==> config.mk <==
export PLATFORM = sky130hd
export DESIGN_NAME = video_timing_gen
export DESIGN_NICKNAME = d
export VERILOG_FILES = /design/src/rtl/video_timing_pkg.sv /design/src/rtl/video_timing_axis.sv /design/src/rtl/video_timing_gen.sv
export SDC_FILE = /design/constraint.sdc
export NUM_CORES = 1
export LEC_CHECK = 0
export BUFFER_PORTS_ARGS = -buffer_cell sky130_fd_sc_hd__buf_2
export CAP_MARGIN = 10
export CORE_ASPECT_RATIO = 1.5
export CORE_MARGIN = 5
export CORE_UTILIZATION = 45
export DETAILED_ROUTE_END_ITERATION = 10
export PLACE_DENSITY = 0.75
export SETUP_SLACK_MARGIN = 0.4
export SYNTH_ARGS = -nofsm -noshare
export SYNTH_HDL_FRONTEND = slang
export SYNTH_HIERARCHICAL = 1
export SYNTH_SLANG_ARGS = --single-unit
==> constraint.sdc <==
create_clock -name clk -period 4.3 [get_ports clk]
set_clock_uncertainty 0.05 [all_clocks]
set_input_delay 0.215 -clock clk [delete_from_list [all_inputs] [get_ports clk]]
set_output_delay 0.215 -clock clk [all_outputs]
set_load 0.1 [all_outputs]
==> src/rtl/video_timing_pkg.sv <==
// Shared constants and helpers for the raster timing generator.
package video_timing_pkg;

  // Sync polarity encodings (asserted level of hs/vs).
  localparam int unsigned ACTIVE_LOW  = 0;
  localparam int unsigned ACTIVE_HIGH = 1;

  // Default 640x480@60 timing.
  localparam int unsigned DEF_H_ACTIVE = 640;
  localparam int unsigned DEF_H_FRONT  = 16;
  localparam int unsigned DEF_H_SYNC   = 96;
  localparam int unsigned DEF_H_BACK   = 48;
  localparam int unsigned DEF_V_ACTIVE = 480;
  localparam int unsigned DEF_V_FRONT  = 10;
  localparam int unsigned DEF_V_SYNC   = 2;
  localparam int unsigned DEF_V_BACK   = 33;

  // Full period of one axis (sync, back, active, front in that order).
  function automatic int unsigned axis_total(input int unsigned sync, input int unsigned back,
                                             input int unsigned act, input int unsigned front);
    return sync + back + act + front;
  endfunction

  // First active position of one axis.
  function automatic int unsigned axis_start(input int unsigned sync, input int unsigned back);
    return sync + back;
  endfunction

endpackage

==> src/rtl/video_timing_axis.sv <==
// One raster axis: mod-TOTAL counter with enable/resync, plus window decode on its next value.
module video_timing_axis
  import video_timing_pkg::*;
#(
  parameter int unsigned TOTAL  = axis_total(DEF_H_SYNC, DEF_H_BACK, DEF_H_ACTIVE, DEF_H_FRONT),
  parameter int unsigned SYNC   = DEF_H_SYNC,
  parameter int unsigned ACT_LO = axis_start(DEF_H_SYNC, DEF_H_BACK),
  parameter int unsigned ACT_HI = axis_start(DEF_H_SYNC, DEF_H_BACK) + DEF_H_ACTIVE - 1,
  parameter int unsigned CNT_W  = 13
) (
  input  logic             clk,
  input  logic             reset,
  input  logic             en,
  input  logic             resync,
  output logic [CNT_W-1:0] cnt_nxt_c,
  output logic             wrap_c,
  output logic             sync_c,
  output logic             act_c
);

  localparam logic [CNT_W-1:0] LAST   = CNT_W'(TOTAL - 1);
  localparam logic [CNT_W-1:0] SYNC_L = CNT_W'(SYNC);
  localparam logic [CNT_W-1:0] LO_L   = CNT_W'(ACT_LO);
  localparam logic [CNT_W-1:0] HI_L   = CNT_W'(ACT_HI);

  logic [CNT_W-1:0] cnt;
  logic             at_last;

  // Next count and window decode; out-of-range counts fold back to 0.
  always_comb begin
    at_last   = (cnt >= LAST);
    wrap_c    = en && !resync && at_last;
    cnt_nxt_c = cnt;
    if (resync) begin
      cnt_nxt_c = '0;
    end else if (en) begin
      cnt_nxt_c = at_last ? '0 : cnt + CNT_W'(1);
    end
    sync_c = (cnt_nxt_c < SYNC_L);
    act_c  = (cnt_nxt_c >= LO_L) && (cnt_nxt_c <= HI_L);
  end

  // Counter register; reset parks on the last position so the first enable enters 0.
  always_ff @(posedge clk or posedge reset) begin
    if (reset) begin
      cnt <= LAST;
    end else begin
      cnt <= cnt_nxt_c;
    end
  end

endmodule

==> src/rtl/video_timing_gen.sv <==
// Parametrised raster timing generator with registered sync/blank/request/coordinate outputs.
module video_timing_gen
  import video_timing_pkg::*;
#(
  parameter int unsigned H_ACTIVE = DEF_H_ACTIVE,
  parameter int unsigned H_FRONT  = DEF_H_FRONT,
  parameter int unsigned H_SYNC   = DEF_H_SYNC,
  parameter int unsigned H_BACK   = DEF_H_BACK,
  parameter int unsigned V_ACTIVE = DEF_V_ACTIVE,
  parameter int unsigned V_FRONT  = DEF_V_FRONT,
  parameter int unsigned V_SYNC   = DEF_V_SYNC,
  parameter int unsigned V_BACK   = DEF_V_BACK,
  parameter int unsigned HS_POL   = ACTIVE_LOW,
  parameter int unsigned VS_POL   = ACTIVE_LOW,
  parameter int unsigned REQ_LEAD = 1,
  parameter int unsigned CNT_W    = 13,
  parameter int unsigned FC_W     = 16
) (
  input  logic             clk,
  input  logic             reset,
  input  logic             enable,
  input  logic             resync,
  output logic             hs,
  output logic             vs,
  output logic             blank_n,
  output logic             active,
  output logic             read_req,
  output logic [CNT_W-1:0] col,
  output logic [CNT_W-1:0] row,
  output logic             line_start,
  output logic             frame_start,
  output logic [FC_W-1:0]  frame_count
);

  localparam int unsigned H_TOTAL = axis_total(H_SYNC, H_BACK, H_ACTIVE, H_FRONT);
  localparam int unsigned V_TOTAL = axis_total(V_SYNC, V_BACK, V_ACTIVE, V_FRONT);
  localparam int unsigned H_START = axis_start(H_SYNC, H_BACK);
  localparam int unsigned V_START = axis_start(V_SYNC, V_BACK);

  localparam logic [CNT_W-1:0] H_START_L = CNT_W'(H_START);
  localparam logic [CNT_W-1:0] V_START_L = CNT_W'(V_START);
  localparam logic [CNT_W-1:0] REQ_LO_L  = CNT_W'(H_START - REQ_LEAD);
  localparam logic [CNT_W-1:0] REQ_HI_L  = CNT_W'(H_START + H_ACTIVE - 1 - REQ_LEAD);
  localparam logic             HS_ON     = (HS_POL != 0);
  localparam logic             VS_ON     = (VS_POL != 0);

  logic             rs_c;
  logic [CNT_W-1:0] h_nxt_c;
  logic [CNT_W-1:0] v_nxt_c;
  logic             h_wrap_c;
  logic             v_wrap_c;
  logic             h_sync_c;
  logic             v_sync_c;
  logic             h_act_c;
  logic             v_act_c;
  logic             act_c;
  logic             req_c;
  logic             line_c;
  logic             frame_c;
  logic             act_q;

  assign rs_c = enable && resync;

  video_timing_axis #(
    .TOTAL  (H_TOTAL),
    .SYNC   (H_SYNC),
    .ACT_LO (H_START),
    .ACT_HI (H_START + H_ACTIVE - 1),
    .CNT_W  (CNT_W)
  ) u_h_axis (
    .clk       (clk),
    .reset     (reset),
    .en        (enable),
    .resync    (rs_c),
    .cnt_nxt_c (h_nxt_c),
    .wrap_c    (h_wrap_c),
    .sync_c    (h_sync_c),
    .act_c     (h_act_c)
  );

  video_timing_axis #(
    .TOTAL  (V_TOTAL),
    .SYNC   (V_SYNC),
    .ACT_LO (V_START),
    .ACT_HI (V_START + V_ACTIVE - 1),
    .CNT_W  (CNT_W)
  ) u_v_axis (
    .clk       (clk),
    .reset     (reset),
    .en        (h_wrap_c),
    .resync    (rs_c),
    .cnt_nxt_c (v_nxt_c),
    .wrap_c    (v_wrap_c),
    .sync_c    (v_sync_c),
    .act_c     (v_act_c)
  );

  // Combined decode of the next raster position; (0,0) is entered only by v wrap or resync.
  always_comb begin
    act_c   = h_act_c && v_act_c;
    req_c   = (h_nxt_c >= REQ_LO_L) && (h_nxt_c <= REQ_HI_L) && v_act_c;
    line_c  = h_wrap_c || rs_c;
    frame_c = v_wrap_c || rs_c;
  end

  // Output registers: update on enabled cycles, hold otherwise, strobes cleared when idle.
  always_ff @(posedge clk or posedge reset) begin
    if (reset) begin
      hs          <= ~HS_ON;
      vs          <= ~VS_ON;
      act_q       <= 1'b0;
      read_req    <= 1'b0;
      col         <= '0;
      row         <= '0;
      line_start  <= 1'b0;
      frame_start <= 1'b0;
      frame_count <= '0;
    end else if (enable) begin
      hs          <= h_sync_c ? HS_ON : ~HS_ON;
      vs          <= v_sync_c ? VS_ON : ~VS_ON;
      act_q       <= act_c;
      read_req    <= req_c;
      col         <= act_c ? h_nxt_c - H_START_L : '0;
      row         <= act_c ? v_nxt_c - V_START_L : '0;
      line_start  <= line_c;
      frame_start <= frame_c;
      if (frame_c) begin
        frame_count <= frame_count + FC_W'(1);
      end
    end else begin
      line_start  <= 1'b0;
      frame_start <= 1'b0;
    end
  end

  assign blank_n = act_q;
  assign active  = act_q;

endmodule

==> results.md <==
* Area leader, netlist: dfrtp_1
* Layout cells sized above 1 at 23.9%
* CP Capture Type: register
* Pre-CTS WS at approximately 0.16 ns
* Wire length per cell at 16.7 um
* Syn Nets at 456
* Hold crit path type: in2reg
* Top post-synthesis cells by area: dfrtp_1 (36%), xnor2_1 (8.4%), dfstp_2 (7.4%), inv_1 (3.7%), nor2_1 (3.6%)
* CTS Root Buffer Type: clkbuf_16
* Power Dens Cells at 367 nW/um^2
* RSZ-0062 raised after global routing: true
* Ys Warns at 6
* Die Y at 129 um
* RD Place Congestion at 0.910
* Filler cells at 841
* Core ar. at just over 9000 um^2
* CTS buffer count at 9
* Die Area at 11600 um^2
* Post-route minimum period at approximately 3.7 ns
* Reg2Reg Depth at 14
* CTS tree: yes
* Placed cell count at about 600
* Vias in the first global route at 3512
* First-pass detailed-route iteration total at 5
* Synthesized cell area at 4280 um^2
* CTS clk-pin slew, worst paths at 0.05 ns
* Psw at 0.605 mW
* GRT Total Usage at 18.3%
* Worst-Skew Late Latency at between 0.3 and 0.4 ns
* Hold EP: line_start
* Synth top area share at 36.2%
* Startpoint type of the worst setup path: register
* Final setup margin at 0.613 ns
* Die W at 89.6 um
* Number of antenna diodes at 0
* Via count at approximately 3400
* DR iter-0 viols at 213
* Dominant synthesized flop cell: dfrtp_1
* Async SR Flop Fraction at 100%
* CTS H-tree lvls at 3
* Antenna Nets Post-Route at 0
* Number of synthesized flops with an enable pin at 0
* DPL Wire Length at 7560 um
* Syn_area_per_cell at 9.62 um^2
* Setup_tns at 0 ns
* Hold Path Origin: resync
* Sw frac at 33.3%
* Worst EP arrival at ~3.8 ns
* Multi-input gate area at 2140 um^2
* Outcome: complete, no violations
* Pint at 1.21 mW
* Fin. max-slew vios at 0
* Nets@finish at 509
* Largest net degree at the start of global routing at 49
* Leakage power at between 2 and 2.5 nW
* Worst-Margin Slew at between 1 and 1.5 ns
* Row cnt at 43
* Fin crit share at a little under nine tenths
* Hold Vio Cnt, Final at 0
* Commonest cells after routing, fill and taps aside: dfrtp_1 (62), buf_2 (52), inv_1 (41), nor2_1 (41), xnor2_1 (40)
* Max frequency at 271 MHz
* Gate Count Post-Synth at 445
* Hold depth at 2
* Syn-to-layout area delta at 15.5%
* Buffers on Ports at 52
* Rel. slew slack at 29.5%
* Yosys reg bits at 74
* Maximum vdd ir drop at 234 uV
* Top-Level Pins at 53
* Clk buf depth at 2
* Reg area at 1870 um^2
* Crit-path max FO at 8
* Post-layout util at 53.4%
* Initial antenna violation count at 0
* GRT overflow at 0
* Sequential share of power at between 40% and 50%
* Final setup vio count at 0
* Critical path required time at 4.44 ns
* Crit Path Class: reg2reg
* Post-route insts no fill at 615
* Post-synthesis sequential area ratio at 43.6%
* # DRC at 0
* Flop2flop setup slack at 0.61 ns
* Reg2Reg Capture Point: row[11]
* Clock share of power at 38.2%
* Clk sinks at 74
* Most common cell after layout, fill and taps aside: dfrtp_1
* Logic pwr share at 17.6%
* Library cells used by synthesis at 65
* First-pass GRT wire length at 16500 um
* Drt via density at roughly 5.6
* Routed WL at 10300 um
* Starting Density at 46.3%
* Maxcap violations at 0
* RR Startpoint: u_h_axis/cnt[0]
## how the worst max path moves through the flow
stage                          startpoint      end  slack [ns]  depth (start not counted)
final                     u_h_axis/cnt[0]  row[11]        0.61                         14
after global routing      u_h_axis/cnt[0]  row[11]        0.41                         14
after CTS                 u_h_axis/cnt[0]   row[7]        0.43                         15
after detailed placement  u_h_axis/cnt[0]  row[11]        0.16                         14
after global placement    u_h_axis/cnt[0]  row[11]        0.37                         14
after floorplan           u_h_axis/cnt[1]  row[11]        0.66                         14
## per-stage QoR
| stage | cell area [um^2] | power [mW] | hold slack [ns] |
|---|---|---|---|
| global route | 4940 | 1.89 | 0.118 |
| detailed placement | 4580 | 1.13 | 0.231 |
| CTS | 4880 | 1.82 | 0.109 |
| finish | 4940 | 1.82 | 0.120 |
| global placement | 4580 | 1.12 | 0.229 |
| floorplan | 4280 | 1.07 | 0.0369 |
## cells by family (layout without fill, tap and decap cells)
kind of cell	count (synthesis)	after routing	share of synthesized area [%]
DFF	74	74	43.6
AOI/OAI and AO/OA	79	79	14.1
buffers and inverters	65	123	7.72
and+or+nand+nor	157	157	19.5
adders and majority gates	7	7	2.05
muxes	5	5	1.17
xor gates and xnor gates	58	58	11.9
## synthesized netlist by cell type (7+ instances only)
master    n
o21ai_0  11
nand3_1  16
o22ai_1  21
dfstp_2  12
dfrtp_1  62
nor3_1   10
xnor2_1  41
and3_1    7
nand2_1  35
ha_1      7
xor2_1   17
nor4_1    7
nand4_1  16
nor2_1   41
inv_1    42
## state kept, by name, summed over array words and instances (netlist names)
name          cells
u_v_axis/cnt     13
frame_count      16
frame_start       1
active            1
line_start        1
hs                1
u_h_axis/cnt     13
read_req          1
col              13
vs                1
row              13
## power by group through the flow
stage               logic [mW]  clock network [mW]  registers (mW)
global route             0.337               0.740           0.810
finish                   0.320               0.693           0.803
global placement         0.311                   0           0.808
CTS                      0.319               0.705           0.800
floorplan                0.111                   0           0.960
detailed placement       0.317                   0           0.811
## cell type report
cell class / count / share of cell area [%]
clock buffer: 10 / 4.83
inverter: 42 / 3.19
sequential: 74 / 37.8
tap: 112 / 2.83
multi-input combinational: 306 / 43.3
clock inverter: 6 / 0.810
timing repair buffer: 65 / 7.29
## critical path, cell delays in order (launching register included)
cell and delay (ns):
dfstp_2 0.63, ha_4 0.20, nand4_1 0.19, o211ai_1 0.20
nand2_1 0.11, a211oi_2 0.23, buf_4 0.20, nand4_1 0.14
nor3_2 0.22, xnor2_2 0.18, nor2_1 0.13, or4_1 0.56
a211oi_2 0.26, xnor2_1 0.16, o22ai_1 0.08
## per-layer routing
metal	track usage (%)	part of all wire (%)	wire length [um]	up-vias
met5	0	0	0	-
met4	9.47	3.0	312	0
met3	4.01	4.1	424	26
met2	32.1	54	5520	115
met1	20.3	39	4000	1646
li1	-	-	-	1659
## timing repair
| item | in CTS | in global routing |
|---|---|---|
| gates resized for setup | 2 | 7 |
| endpoints found under the setup margin | 20 | 28 |
| hold endpoints to repair | 16 | 0 |
| pin swaps | 1 | 3 |
| buffers inserted | 1 | 2 |
| hold buffers | 1 | 0 |
Power figures use the tool's default switching activity.
